`src/rtl/radiant_aux_ctrl.sv`:
```
// Framed, parity-checked control receiver for the RADIANT auxiliary CPLD.
// Hunts a sync nibble, shifts in payload+parity, commits channel/mode selects and counts BIST SHOUT edges.
module radiant_aux_ctrl #(
    parameter int unsigned NUM_CH = 12,
    parameter int unsigned SEL_W  = 4,
    parameter int unsigned ASEL_W = 3,
    parameter logic [3:0]  SYNC   = 4'hA,
    parameter int unsigned ERR_W  = 8,
    parameter int unsigned HIT_W  = 16
) (
    input  logic              CTRL_CLK,
    input  logic              CTRL_RST,
    input  logic              CTRL_EN,
    input  logic              CTRL_DATA,
    input  logic [NUM_CH-1:0] SHOUT,
    output logic [SEL_W-1:0]  SEL,
    output logic [ASEL_W-1:0] ANALOG_SEL,
    output logic              BIST,
    output logic              MT_EN,
    output logic [ERR_W-1:0]  FRAME_ERR_CNT,
    output logic [HIT_W-1:0]  HIT_CNT,
    output logic [3:0]        LED
);

    localparam int unsigned P_W   = SEL_W + ASEL_W + 2;
    localparam int unsigned F_W   = P_W + 1;
    localparam int unsigned CNT_W = $clog2(F_W + 1);

    typedef enum logic [1:0] {HUNT, SHIFT, CHECK} state_e;

    state_e              state_q, state_d;
    logic [3:0]          win_q, win_d;
    logic [CNT_W-1:0]    cnt_q, cnt_d;
    logic [F_W-1:0]      sr_q, sr_d;
    logic [SEL_W-1:0]    sel_q, sel_d;
    logic [ASEL_W-1:0]   asel_q, asel_d;
    logic                bist_q, bist_d;
    logic                mt_q, mt_d;
    logic [ERR_W-1:0]    err_q, err_d;
    logic [HIT_W-1:0]    hit_q, hit_d;
    logic [3:0]          led_q, led_d;
    logic [NUM_CH-1:0]   meta_q, meta_d;
    logic [NUM_CH-1:0]   sync_q, sync_d;
    logic [NUM_CH-1:0]   prev_q, prev_d;

    logic [3:0]          win_shift;
    logic [SEL_W-1:0]    rx_sel;
    logic [ASEL_W-1:0]   rx_asel;
    logic                rx_bist;
    logic                rx_mt;
    logic [2:0]          rx_asel3;
    logic                sel_ok;
    logic [NUM_CH-1:0]   fall;
    logic                hit_sel;
    logic                commit;
    logic                err_inc;

    assign win_shift = {CTRL_DATA, win_q[3:1]};
    assign rx_sel    = sr_q[SEL_W-1:0];
    assign rx_asel   = sr_q[SEL_W +: ASEL_W];
    assign rx_bist   = sr_q[SEL_W + ASEL_W];
    assign rx_mt     = sr_q[SEL_W + ASEL_W + 1];
    assign rx_asel3  = 3'(rx_asel);
    assign sel_ok    = {1'b0, rx_sel} < (SEL_W + 1)'(NUM_CH);
    assign fall      = prev_q & ~sync_q;

    // Falling edge on the currently committed channel
    always_comb begin
        hit_sel = 1'b0;
        for (int unsigned i = 0; i < NUM_CH; i++) begin
            if (sel_q == SEL_W'(i)) begin
                hit_sel = fall[i];
            end
        end
    end

    always_comb begin
        state_d = state_q;
        win_d   = win_q;
        cnt_d   = cnt_q;
        sr_d    = sr_q;
        sel_d   = sel_q;
        asel_d  = asel_q;
        bist_d  = bist_q;
        mt_d    = mt_q;
        err_d   = err_q;
        hit_d   = hit_q;
        led_d   = led_q;
        meta_d  = SHOUT;
        sync_d  = meta_q;
        prev_d  = sync_q;
        commit  = 1'b0;
        err_inc = 1'b0;

        case (state_q)
            HUNT: begin
                if (CTRL_EN) begin
                    if (win_shift == SYNC) begin
                        state_d = SHIFT;
                        win_d   = 4'd0;
                        cnt_d   = '0;
                    end else begin
                        win_d = win_shift;
                    end
                end else begin
                    win_d = 4'd0;
                end
            end
            SHIFT: begin
                if (CTRL_EN) begin
                    sr_d  = {CTRL_DATA, sr_q[F_W-1:1]};
                    cnt_d = cnt_q + CNT_W'(1);
                    if (cnt_q == CNT_W'(F_W - 1)) begin
                        state_d = CHECK;
                    end
                end else begin
                    err_inc = 1'b1;
                    state_d = HUNT;
                end
            end
            CHECK: begin
                state_d = HUNT;
                if (!(^sr_q) && sel_ok) begin
                    commit = 1'b1;
                end else begin
                    err_inc = 1'b1;
                end
            end
            default: state_d = HUNT;
        endcase

        if (commit) begin
            sel_d  = rx_sel;
            asel_d = rx_asel;
            bist_d = rx_bist;
            mt_d   = rx_mt;
            led_d  = rx_bist ? {1'b1, rx_asel3} : 4'(rx_sel);
        end

        // Commit clear beats a coincident edge; edges use the pre-commit SEL/BIST
        if (commit) begin
            hit_d = '0;
        end else if (bist_q && hit_sel && (hit_q != '1)) begin
            hit_d = hit_q + HIT_W'(1);
        end

        if (err_inc && (err_q != '1)) begin
            err_d = err_q + ERR_W'(1);
        end
    end

    always_ff @(posedge CTRL_CLK or posedge CTRL_RST) begin
        if (CTRL_RST) begin
            state_q <= HUNT;
            win_q   <= 4'd0;
            cnt_q   <= '0;
            sr_q    <= '0;
            sel_q   <= '0;
            asel_q  <= '0;
            bist_q  <= 1'b0;
            mt_q    <= 1'b0;
            err_q   <= '0;
            hit_q   <= '0;
            led_q   <= 4'd0;
            meta_q  <= '0;
            sync_q  <= '0;
            prev_q  <= '0;
        end else begin
            state_q <= state_d;
            win_q   <= win_d;
            cnt_q   <= cnt_d;
            sr_q    <= sr_d;
            sel_q   <= sel_d;
            asel_q  <= asel_d;
            bist_q  <= bist_d;
            mt_q    <= mt_d;
            err_q   <= err_d;
            hit_q   <= hit_d;
            led_q   <= led_d;
            meta_q  <= meta_d;
            sync_q  <= sync_d;
            prev_q  <= prev_d;
        end
    end

    assign SEL           = sel_q;
    assign ANALOG_SEL    = asel_q;
    assign BIST          = bist_q;
    assign MT_EN         = mt_q;
    assign FRAME_ERR_CNT = err_q;
    assign HIT_CNT       = hit_q;
    assign LED           = led_q;

endmodule

```
`config.mk`:
```
export PLATFORM = sky130hd
export DESIGN_NAME = radiant_aux_ctrl
export DESIGN_NICKNAME = d
export VERILOG_FILES = /design/src/rtl/radiant_aux_ctrl.sv
export SDC_FILE = /design/constraint.sdc
export NUM_CORES = 1
export LEC_CHECK = 0
export CAP_MARGIN = 5
export CORE_MARGIN = 2
export CORE_UTILIZATION = 54
export DETAILED_ROUTE_END_ITERATION = 12
export GPL_ROUTABILITY_DRIVEN = 0
export PLACE_DENSITY_LB_ADDON = 0.25
export SYNTH_ARGS = -nofsm -noshare
export SYNTH_HDL_FRONTEND = slang
export SYNTH_SLANG_ARGS = --single-unit
```
`constraint.sdc`:
```
create_clock -name CTRL_CLK -period 3.5 [get_ports CTRL_CLK]
set_input_delay 0.7 -clock CTRL_CLK [delete_from_list [all_inputs] [get_ports CTRL_CLK]]
set_output_delay 0.7 -clock CTRL_CLK [all_outputs]
set_load 0.01 [all_outputs]
```
# --- Yosys cells after proc, flatten, opt, wreduce, memory -nomap -nowiden ---
# Cells that the tools add are included.
totals:
  reg_bits: 93
  latchBits: 0
  word_cells: 85
  out_inout_bits: 37
  romBits: 0
  ramBits: 0
  memories: 0
op_classes:
  mul: 0
  muxes: 31
  n_lt_le_gt_ge: 1
  div_mod_pow: 0
  bitwise_logic: 2
  n_reduce_logical: 13
  eq_ne: 21
  shifts: 0
  n_addsub: 3
ops:
  columns: ["op", "count"]
  rows:
  - ["16-bit two-way mux", 2]
  - ["4-bit == test (second input constant)", 6]
  - ["4-bit two-way mux", 6]
  - ["16-bit by 1-bit adder with 16-bit output (second input constant)", 1]
  - ["4-bit by 3-bit == test with 1-bit output (second input constant)", 4]
  - ["1-bit two-way mux", 16]
  - ["16-bit != test (second input constant)", 1]
  - ["12-bit AND", 1]
  - ["12-bit inverter", 1]
  - ["10-bit XOR reduction", 1]
  - ["8-bit by 1-bit adder with 8-bit output (second input constant)", 1]
  - ["4-bit by 2-bit == test with 1-bit output (second input constant)", 2]
  - ["2-bit two-way mux", 4]
  - ["8-bit != test (second input constant)", 1]
  - ["4-bit one-hot mux with 2 select lines", 1]
  - ["2-bit != test (second input constant)", 3]
  - ["4-bit by 1-bit adder with 4-bit output (second input constant)", 1]
  - ["4-bit by 1-bit == test with 1-bit output (second input constant)", 1]
  - ["1-bit logical AND", 4]
  - ["4-bit logical NOT", 1]
  - ["4-bit less-than comparator (second input constant)", 1]
  - ["2-bit one-hot mux with 2 select lines", 1]
  - ["4-bit AND reduction", 1]
  - ["2-bit nonzero test", 2]
  - ["8 further kinds", 8]

# --- Logic depth before layout (Yosys ltp) ---
logic_depth:
  ltp_word: 18
  mapped_depth: 9
  mapped_depth_nobuf: 8

# --- Least setup slack after synthesis ---
# No wires, ideal clock.
synth_path:
  kind: "register -> register"
  start: "register sr_q[2]"
  end: "register asel_q[0], in the netlist ANALOG_SEL[0]"
  arrival_time_ps: 2258
  stages_incl_launch_ff: 8
  path_slack_ps: 1114
  period_less_slack_ps: 2386
  path_buffers: 1
  cell_sequence: "dfrtp_1 -> ha_1 -> xnor2_1 -> xnor3_1 -> xor2_1 -> nor3b_4 -> buf_4 -> mux2_1"
synth_between:
  elab_chain_len: 5
  word_cells_on_any_way: 6
synth_rtl:
  columns: ["element", "line_no", "text"]
  rows:
  - ["start, declared", "34", "logic [F_W-1:0] sr_q, sr_d;"]
  - ["start signal, assigned", "172", "sr_q <= sr_d;"]
  - ["parallel branches: the longest is 2 deep, another holds 4-bit less-than comparator", null, null]
  - ["1-bit logical AND (*)", "123", "if (!(^sr_q) && sel_ok) begin"]
  - ["1-bit two-way mux (*)", "123", null]
  - ["1-bit two-way mux (*)", "95", "case (state_q)"]
  - ["end signal, assigned", "174", "asel_q <= asel_d;"]
  - ["end, declared", "36", "logic [ASEL_W-1:0] asel_q, asel_d;"]
# Mark *: on every way between the ends.
# A chain may end at the register's enable or synchronous reset.

# --- Worst setup path after layout ---
layout_path:
  start: "register sr_q[2]"
  end: "register led_q[3], in the netlist LED[3]"
layout_between:
  elab_chain_len: 5
  word_cells_on_any_way: 6
layout_rtl:
  columns: ["element", "line_no", "text"]
  rows:
  - ["parallel branches: the longest is 2 deep, another holds 4-bit less-than comparator", null, null]
  - ["1-bit logical AND (*)", "123", null]
  - ["1-bit two-way mux (*)", "123", null]
  - ["1-bit two-way mux (*)", "95", null]
  - ["end signal, assigned", "179", "led_q <= led_d;"]
  - ["end, declared", "41", "logic [3:0] led_q, led_d;"]
# Marks and branches as above.

==> qor.yml <==
place:
  placed_area_um2: 4470
  hpwlAfterDp_mm: 4.70
  place_ws_ns: 0.833
  port_buffers: 52
global_routing:
  grt_antenna_before_repair: 0
  grt_max_degree: 93
  grt_pass1_wl_mm: 11.7
  track_usage_pct: 19.5
  first_global_vias: 2557
  grt_overflow: 0
worst_setup_path:
  cp_cell_sequence: "ha_1, xnor2_1, xnor3_1, xor2_1, nor3b_4, buf_4, nor2_1, a21oi_1"
  slowest_delay_ns: 0.54
  crit_family: "XOR/XNOR gates"
  endpoint_kind: "register"
  critPathMaxFanout: 22
  required_ns: 3.79
  slowest_stage: "nor3b_4"
  cp-start-kind: "register"
  setup.worst_path.class: "reg2reg"
  cp.arrival_ns: 2.96
  crit_buf_inv: 1
  rrSetupSlack_ns: 0.83
layout:
  drive_above_1_share_pct: 9.23
  n_fill_cell: 518
  final_common_cell: "dfrtp_1"
  diodes: 0
  multiInputGateArea_um2: 1460
  layout_common_cells: "dfrtp_1 (92), clkdlybuf4s50_1 (52), a21oi_1 (26)"
  area_growth_pct: 20.4
  finalNetCount: 398
  regArea_um2: 2300
  fin_area_um2: 4670
power:
  power_leakage_nw: 1.99
  powerDensity_nw_per_um2: 741
  swShare_pct: 35.9
  clkPwrFrac_pct: 19.5
  p_int_mw: 2.22
  seqPwrFrac_pct: 44.0
  ir_drop_mv: 0.592
  p_comb_share_pct: 36.6
  switchingPower_mw: 1.24
yosys:
  ys_ff_latch: 92
  avgSynthCellArea_um2: 12.1
  syn-num-nets: 345
  synth_cell_types: 48
  synth_edf_count: 0
  netlist_instances: 321
  synthArstFlopShare_pct: 100
  ys.flop_type: "dfrtp_1"
  yosys_warnings: 0
  yosysSeqAreaShare_pct: 59.4
  synth_area_um2: 3880
cts:
  clkTransAtPathRegs_ns: 0.10
  clock_latency_ns: 0.36
  post_cts_buffers: 0
  cts_root_buffer: "clkbuf_8"
  htree_num_levels: 3
  cts_resized: 0
  numCtsBuffers: 9
  cts_buffer_depth: 2
  cts_num_sinks: 92
  ctsHoldBuffers: 0
  cts_tree: "built"
sta:
  skew_ns: 0.0109
  setup_viol: 0
  tightestPinTransition_ns: 0.728
  timing.fmax_ghz: 0.374
  rsz0062_at_grt: "false"
  finalCritPeriodShare_pct: 76.4
  tns_ns: 0
  min_period_ns: 2.67
  finalWorstSetupSlack_ns: 0.825
  slew_violations: 0
  relSlewSlack_pct: 51.5
  finalHoldViolCount: 0
drt:
  first_pass_iters: 6
  viasPerCell: 5.54
  drt_iter0_drc: 165
  num_vias: 2631
  wire_per_inst_um: 14.6
  drc: 0
  drt-total-wl_mm: 6.95
  ant_nets: 0
floorplan:
  core_area_um2: 6870
  rows: 30
  die_w_um: 88.7
  start_util_pct: 56.4
  ios: 53
  dieArea_um2: 7870
  die_y_um: 88.7
flow_run:
  cap_violations: 0
worst_hold_path:
  hold_class: "reg2reg"
status:
  status: "complete, no violations"
==> per-layer routing <==
metal  vias up  global-route usage (%)  part of all wire [%]
li1       1262                       -                     -
met2        62                    31.9                    50
met1      1302                    25.0                    44
met4         0                    6.47                  0.83
met5         -                       0                     0
met3         5                    5.97                   4.6
==> cells by family after synthesis <==
family | after synthesis | synth area share, %
simple gates | 102 | 14.8
flops | 92 | 59.4
compound gates | 60 | 9.94
mux | 24 | 6.81
buf+inv | 22 | 2.84
xor+xnor | 13 | 3.65
fa+ha+maj | 8 | 2.58
==> synth_stat cells, types with 4 or more instances <==
cell type / n / area, µm²
a21oi_1: 26 / 130
buf_2: 4 / 20.0
clkbuf_1: 4 / 15.0
dfrtp_1: 92 / 2300
ha_1: 8 / 100
inv_1: 10 / 37.5
mux2_1: 8 / 90.1
mux2_2: 11 / 124
mux2i_1: 5 / 50.1
nand2_1: 20 / 75.1
nand2b_1: 5 / 31.3
nand3_1: 15 / 75.1
nor2_1: 17 / 63.8
nor3_1: 7 / 35.0
nor3b_1: 4 / 30.0
o21ai_0: 9 / 45.0
o31ai_1: 9 / 67.6
o41ai_1: 4 / 35.0
or4_1: 9 / 67.6
xnor2_1: 4 / 35.0
xor2_1: 7 / 61.3
==> worst register-to-register path, delay by kind of cell, from the launching register on <==
| kind | cells | cell delay, ns |
|---|---|---|
| XOR/XNOR | 3 | 0.76 |
| AND/OR/NAND/NOR | 2 | 0.61 |
| flip-flops | 1 | 0.43 |
| buffers and inverters | 1 | 0.37 |
| adder cells (fa/ha/maj) | 1 | 0.32 |
| AO/OA/AOI/OAI | 1 | 0.12 |
==> power groups by stage <==
stage          clock network [mW]  logic (mW)  registers [mW]
3_3_place_gp                    0        1.24            1.53
6_report                    0.674        1.26            1.52
3_5_place_dp                    0        1.28            1.54
4_1_cts                     0.698        1.28            1.52
5_1_grt                     0.748        1.40            1.56
2_1_floorplan                   0       0.936            1.49
==> state kept, by name, indices dropped and copies added, names as in the netlist <==
name and count:
ANALOG_SEL 3, SEL 4, prev_q 12, LED 4, prev_d 12, BIST 1
MT_EN 1, FRAME_ERR_CNT 8, cnt_q 4, sr_q 10, HIT_CNT 16, state_q 2
meta_q 12, win_q 3
==> stage by stage <==
step	power, mW	util (%)	cells	hold WS [ns]
floorplan	2.43	-	321	0.331
global placement	2.77	65.1	459	0.335
detailed placement	2.81	65.1	459	0.335
CTS	3.50	67.9	475	0.348
global route	3.71	67.9	475	0.355
finish	3.46	67.9	475	0.348
==> path summary, 6_finish.rpt <==
path | to | startpoint | cells after the start
max | LED[3] | sr_q[2] | 8
min | prev_d[1] | meta_q[1] | 0
max reg2reg | LED[3] | sr_q[2] | 8
min reg2reg | prev_d[1] | meta_q[1] | 0
max in group asynchronous | LED[0] | CTRL_RST | 3
min in group asynchronous | FRAME_ERR_CNT[5] | CTRL_RST | 3
==> cell type report <==
type | instances | area share [%]
sequential | 92 | 49.3
multi-input combinational | 207 | 31.4
timing repair buffer | 54 | 11.7
clock buffer | 9 | 2.65
tap | 96 | 2.57
clock inverter | 7 | 1.47
inverter | 10 | 0.831
No activity file was read; power rests on OpenSTA's default activity.
